[config.mk]
export PLATFORM = sky130hd
export DESIGN_NAME = apb_driver
export DESIGN_NICKNAME = d
export VERILOG_FILES = /design/src/rtl/apb_driver.sv
export SDC_FILE = /design/constraint.sdc
export NUM_CORES = 1
export LEC_CHECK = 0
export CAP_MARGIN = 10
export CELL_PAD_IN_SITES_DETAIL_PLACEMENT = 0
export CELL_PAD_IN_SITES_GLOBAL_PLACEMENT = 1
export CORE_MARGIN = 5
export CORE_UTILIZATION = 34
export DETAILED_ROUTE_END_ITERATION = 10
export PLACE_DENSITY = 0.9
export RECOVER_POWER = 50
export SLEW_MARGIN = 20
export SYNTH_ARGS = -nofsm -noshare
export SYNTH_HDL_FRONTEND = slang
export SYNTH_SLANG_ARGS = --single-unit
[constraint.sdc]
create_clock -name PCLK -period 3.3 [get_ports PCLK]
set_input_delay 0.66 -clock PCLK [delete_from_list [all_inputs] [get_ports PCLK]]
set_output_delay 0.66 -clock PCLK [all_outputs]
set_load 0.02 [all_outputs]
[src/rtl/apb_driver.sv]
// Single-outstanding APB master: takes one command at a time from a valid/ready
// request port, runs the SETUP/ACCESS handshake and reports a one-cycle response.
module apb_driver #(
  parameter int ADDR_W  = 4,
  parameter int DATA_W  = 8,
  parameter int TIMEOUT = 16
) (
  input  logic              PCLK,
  input  logic              PRESETn,
  // command side
  input  logic              cmd_valid,
  output logic              cmd_ready,
  input  logic              cmd_write,
  input  logic [ADDR_W-1:0] cmd_addr,
  input  logic [DATA_W-1:0] cmd_wdata,
  // response side
  output logic              rsp_valid,
  output logic [DATA_W-1:0] rsp_rdata,
  output logic              rsp_error,
  // APB master
  output logic              PSEL,
  output logic              PENABLE,
  output logic              PWRITE,
  output logic [ADDR_W-1:0] PADDR,
  output logic [DATA_W-1:0] PWDATA,
  input  logic [DATA_W-1:0] PRDATA,
  input  logic              PREADY,
  input  logic              PSLVERR
);

  localparam int CNT_W = (TIMEOUT < 2) ? 1 : $clog2(TIMEOUT + 1);

  typedef enum logic [1:0] {
    IDLE   = 2'd0,
    SETUP  = 2'd1,
    ACCESS = 2'd2
  } state_t;

  state_t           state;
  state_t           state_nxt;
  logic [CNT_W-1:0] wait_cnt;
  logic [CNT_W-1:0] wait_cnt_nxt;
  logic             accept;
  logic             done_ok;
  logic             abort;

  always_comb begin
    state_nxt    = state;
    wait_cnt_nxt = wait_cnt;
    accept       = 1'b0;
    done_ok      = 1'b0;
    abort        = 1'b0;
    cmd_ready    = 1'b0;
    PSEL         = 1'b0;
    PENABLE      = 1'b0;
    case (state)
      IDLE: begin
        cmd_ready    = 1'b1;
        wait_cnt_nxt = '0;
        if (cmd_valid) begin
          accept    = 1'b1;
          state_nxt = SETUP;
        end
      end
      SETUP: begin
        PSEL         = 1'b1;
        wait_cnt_nxt = '0;
        state_nxt    = ACCESS;
      end
      ACCESS: begin
        PSEL    = 1'b1;
        PENABLE = 1'b1;
        if (PREADY) begin
          done_ok      = 1'b1;
          wait_cnt_nxt = '0;
          state_nxt    = IDLE;
        // wait_cnt holds the number of stalled cycles already seen, so this
        // cycle is stall number TIMEOUT when the count reaches TIMEOUT-1
        end else if (wait_cnt == CNT_W'(TIMEOUT - 1)) begin
          abort        = 1'b1;
          wait_cnt_nxt = '0;
          state_nxt    = IDLE;
        end else begin
          wait_cnt_nxt = wait_cnt + CNT_W'(1);
        end
      end
      default: begin
        state_nxt    = IDLE;
        wait_cnt_nxt = '0;
      end
    endcase
  end

  always_ff @(posedge PCLK or negedge PRESETn) begin
    if (!PRESETn) begin
      state    <= IDLE;
      wait_cnt <= '0;
    end else begin
      state    <= state_nxt;
      wait_cnt <= wait_cnt_nxt;
    end
  end

  // Captured command drives the bus from SETUP until the next accept.
  always_ff @(posedge PCLK or negedge PRESETn) begin
    if (!PRESETn) begin
      PWRITE <= 1'b0;
      PADDR  <= '0;
      PWDATA <= '0;
    end else if (accept) begin
      PWRITE <= cmd_write;
      PADDR  <= cmd_addr;
      PWDATA <= cmd_wdata;
    end
  end

  // Response data/error persist until the next completion.
  always_ff @(posedge PCLK or negedge PRESETn) begin
    if (!PRESETn) begin
      rsp_valid <= 1'b0;
      rsp_rdata <= '0;
      rsp_error <= 1'b0;
    end else begin
      rsp_valid <= done_ok | abort;
      if (done_ok) begin
        rsp_rdata <= PWRITE ? '0 : PRDATA;
        rsp_error <= PSLVERR;
      end else if (abort) begin
        rsp_rdata <= '0;
        rsp_error <= 1'b1;
      end
    end
  end

endmodule

Word-level counts from Yosys, hierarchy flattened
Index checks and enable logic that the tools add are counted.
Storage, ports and cells
  output and inout port bits: 26
  bits in registers: 30
  word-level logic and storage cells: 41
  bits of input ports: 26
Operators by class
  eq/ne operators: 5
  bitwise operators: 1
  muxes and demuxes: 22
  add/sub/neg operators: 1
  reduce and logical (&&, ||, !) cells: 4
Operators by type and width (number)
  $mux 8: 3
  $mux 5: 3
  $mux 1: 12
  $mux 2: 3
  $pmux 2 s3: 1
  $add 5x1->5 const B: 1
  $eq 5x4->1 const B: 1
  $ne 3x3->1 const B: 1
  $eq 2x1->1 const B: 1
  $eq 2x2->1 const B: 1
  $logic_not 2->1: 1
  $ne 2x2->1 const B: 1
  $reduce_and 2->1: 1
  $reduce_bool 2->1: 1
  $reduce_or 2->1: 1
  $or 1x1->1: 1

Depth between registers and ports, before layout
  depth in word-level cells: 6
  gate-level depth with buffers: 5
  depth with buffers taken out: 5

Worst setup path before layout
OpenSTA, ideal clock, no wires.
  path kind: reg2reg
  start: register state[0]
  end: register state[0]
  clock period less this slack: 1.560 ns
  setup slack: 1.740 ns
  required time: 3.175 ns
  path buffers: 0
  data arrival time: 1.435 ns
  stages on the path, launching flop included: 6
  setup time: 0.125 ns
  cell sequence: dfrtp_1 -> inv_1 -> ha_1 -> nor2b_1 -> a21oi_1 -> mux2_2
Between the ends
  cells in the longest elaborated chain, start to end: 3
  elaborated cells on any way between the ends: 7
  classes of those cells: eq/ne: 4; mux: 1; reduce/logical: 2
Ends and longest elaborated chain
  start: declaration: RTL line 39  | state_t state;
  start signal: assignment: RTL line 99  | state <= state_nxt;
  $eq 2x2->1 or $logic_not 2->1 (tied branches): RTL line 56  | case (state)
  $ne 3x3->1 (no line) or $ne 2x2->1 (tied branches)
  $reduce_and 2->1 (no line)
Several ways; a longest one is shown, not always the timed one.
A chain may end at the register's enable or synchronous reset.

Worst setup path in the final report
  start: register state[0]
  end: output port PENABLE
Between the ends
  cells in the longest elaborated chain, start to end: 2
Ends and longest elaborated chain
  $eq 2x2->1: RTL line 56
  $mux 1: RTL line 56
  end: declaration: RTL line 22  | output logic PENABLE,
Every way passes these cells.

==> results.py <==
metrics = {
    "setup_path": {
        "reg2reg_depth": 4,
        "end_kind": "output port",
        "r2r_start": "state[0]$_DFFE_PN0P_",
        "cp_data_arrival_time_ns": 1.70,
        "regToRegEndpoint": "PWDATA[1]$_DFFE_PN0P_",
        "crit_type": "flop to output port",
        "r2r_slack_ns": 1.68,
        "cp_max_fo": 4,
        "cp-start-kind": "flop",
        "required_ns": 2.64,
    },
    "synth": {
        "synth_area_mm2": 0.001207,
        "ys.flop_type": "dfrtp_1",
        "synth_seq_cells": 30,
        "avgSynthCellArea_um2": 14.20,
        "seq_area_frac_synth_pct": 62.18,
        "async_reset_ff_share_pct": 100.0,
        "yosys.area.top_type": "dfrtp_1",
        "synth.area.top_cells": "dfrtp_1, mux2_2, a22o_1",
        "synth_nets": 116,
        "synth_top_cell_area_share_pct": 62.18,
        "netlist-cell-type-count": 18,
        "synth_commonest_cells": "dfrtp_1, mux2_2, a22o_1, ha_1, inv_1",
        "synth_edf_count": 0,
        "synth.most_common_cell": "dfrtp_1",
        "yosys_warnings": 0,
        "syn_inst": 85,
    },
    "power_and_ir_drop": {
        "p_switching_w": 0.0005675,
        "power.internal_w": 0.001031,
        "pwr-share-seq_pct": 36.3,
        "irDropWorstVdd_uv": 543.0,
        "pwr-share-clk_pct": 14.1,
        "power.density_mw_per_mm2": 880.1,
        "power.share.switching_pct": 35.50,
        "p_leak_nw": 0.8163,
        "p_comb_share_pct": 49.6,
    },
    "cts": {
        "clk_pin_slew_ns": 0.09,
        "cts_resized": 0,
        "htree_levels": 2,
        "cts-root-buf": "clkbuf_4",
        "cts_setup_buffers": 0,
        "insertion_delay_ns": 0.32,
        "cts-hold-fix-buffers": 0,
        "cts_inserted_buffers": 5,
        "cts_tree": "done",
        "clock_sinks": 30,
        "cts_buffer_depth": 2,
    },
    "detailed_routing": {
        "drt_iter0_drc": 34,
        "vias_per_cell": 4.677,
        "drt_pass1_iterations": 4,
        "drc_errors": 0,
        "ant_nets": 0,
        "wl_per_cell_um": 14.79,
        "wl_um": 2796,
        "routed-via-count": 884,
    },
    "hold_path": {
        "hp-class": "flop to flop",
        "hp-start": "wait_cnt[0]$_DFF_PN0_",
        "min_to": "wait_cnt[0]$_DFF_PN0_",
        "whs_path_depth": 1,
    },
    "placement": {
        "hpwl_um": 2115,
        "io_buffers": 51,
        "gp_congestion": 0.7123,
    },
    "grt": {
        "antenna_found_initial": 0,
        "grt_max_degree": 31,
        "grt_pass1_wl_um": 4864,
        "grt_use_total_pct": 12.82,
        "grt_pass1_vias": 981,
        "grt_overflow": 0,
    },
    "sta": {
        "rsz0062_at_grt": "false",
        "final-setup-viol-count": 0,
        "slew_viol_final": 31,
        "setup-tns-final_ns": 0,
        "relSlewSlack_pct": -5.128,
        "hold_viol": 0,
        "holdWs_ns": 0.4666,
        "clock_skew_ns": 0.005073,
        "period_share_pct": 71.48,
        "fin_crit_ns": 2.359,
        "tightest_slew_ns": 1.577,
        "fmax_ghz": 0.4240,
    },
    "finish": {
        "fillCellCount": 285,
        "post-route-util_pct": 53.60,
        "drive_gt1_share_pct": 16.08,
        "layout-area-overhead-vs-synth_pct": 50.47,
        "nets": 173,
        "insertedDiodeCount": 0,
    },
    "status": {
        "violations": "capacitance limit, slew limit",
        "status": "finished, violations left",
    },
    "job": {
        "drv_cap": 1,
    },
    "die": {
        "num_io_pins": 52,
        "dieArea_mm2": 0.004843,
        "fp.coreArea_mm2": 0.003390,
        "die_x_um": 69.59,
        "rows": 21,
        "die_y_um": 69.59,
        "start_util_pct": 35.62,
    },
}
## power groups by stage
| stage | combinational [W] | clock [W] | sequential [W] |
|---|---|---|---|
| after global routing | 0.000849 | 0.000252 | 0.000598 |
| final | 0.000793 | 0.000226 | 0.000580 |
| after detailed placement | 0.000802 | 0 | 0.000589 |
| after global placement | 0.000785 | 0 | 0.000582 |
| after floorplan | 0.000275 | 0 | 0.000735 |
| after CTS | 0.000807 | 0.000233 | 0.000580 |
## how the worst max path moves through the flow
stage,startpoint,endpoint,cells after the start
after global placement,cmd_valid,PWDATA[5]$_DFFE_PN0P_,3
after detailed placement,cmd_valid,PWDATA[2]$_DFFE_PN0P_,3
after floorplan,state[0]$_DFFE_PN0P_,state[0]$_DFFE_PN0P_,5
final,state[0]$_DFFE_PN0P_,PENABLE,3
after CTS,state[0]$_DFFE_PN0P_,PENABLE,3
after global routing,PRESETn,rsp_rdata[4]$_DFFE_PN0P_,2
## final cells by class
type                            count  area (um^2)  area share, %
Sequential cell                    30        750.7          41.32
Timing Repair Buffer               52        514.2          28.31
Multi-Input combinational cell     48        415.4          22.87
Tap cell                           46        57.56          3.168
Clock buffer                        7        55.05          3.030
Inverter                            5        18.77          1.033
Clock inverter                      1        5.005         0.2755
## stage by stage
| step | instance area (um^2) | total power (W) | setup slack (ns) | instances |
|---|---|---|---|---|
| 3_5_place_dp | 1767 | 0.001391 | 1.242 | 181 |
| 3_3_place_gp | 1767 | 0.001366 | 1.300 | 181 |
| 6_report | 1817 | 0.001599 | 0.9413 | 189 |
| 4_1_cts | 1827 | 0.001620 | 0.9222 | 189 |
| 5_1_grt | 1817 | 0.001698 | 0.7286 | 189 |
| 2_1_floorplan | 1207 | 0.001011 | 1.740 | 85 |
## flip-flops by register name, indices dropped and copies added, names as in the netlist
name,cells
PADDR,4
PWDATA,8
PWRITE,1
rsp_error,1
rsp_rdata,8
rsp_valid,1
state,2
wait_cnt,5
## routing by layer
layer  GRT usage (%)  vias up  wire (um)
met5               0        -          0
met4           7.809        0         95
met3           5.072       10        183
met2           18.86       39       1273
met1           15.65      429       1243
li1                -      406          -
## critical path, stage by stage, from the launching register on
cell             delay (ns)
dfrtp_1                0.41
inv_1                  0.11
ha_1                   0.22
clkdlybuf4s50_1        0.64
## logic make-up (layout without fill, tap and decap cells)
logic type,Yosys count,count (layout),share of synthesized area [%]
mux,15,15,13.99
fa+ha+maj,5,5,5.181
flops,30,30,62.18
buf+inv,7,65,2.901
compound gates,12,12,7.980
simple gates,14,14,6.320
xor+xnor,2,2,1.451
## placed cells by master (no fill, tap or decap), types with 4 or more instances in the layout
cell,n
a22o_1,8
clkbuf_4,5
clkdlybuf4s50_1,50
dfrtp_1,30
ha_1,5
inv_1,5
mux2_2,15
nand2_1,4
nor2_1,4
(Power assumes the default switching activity.)
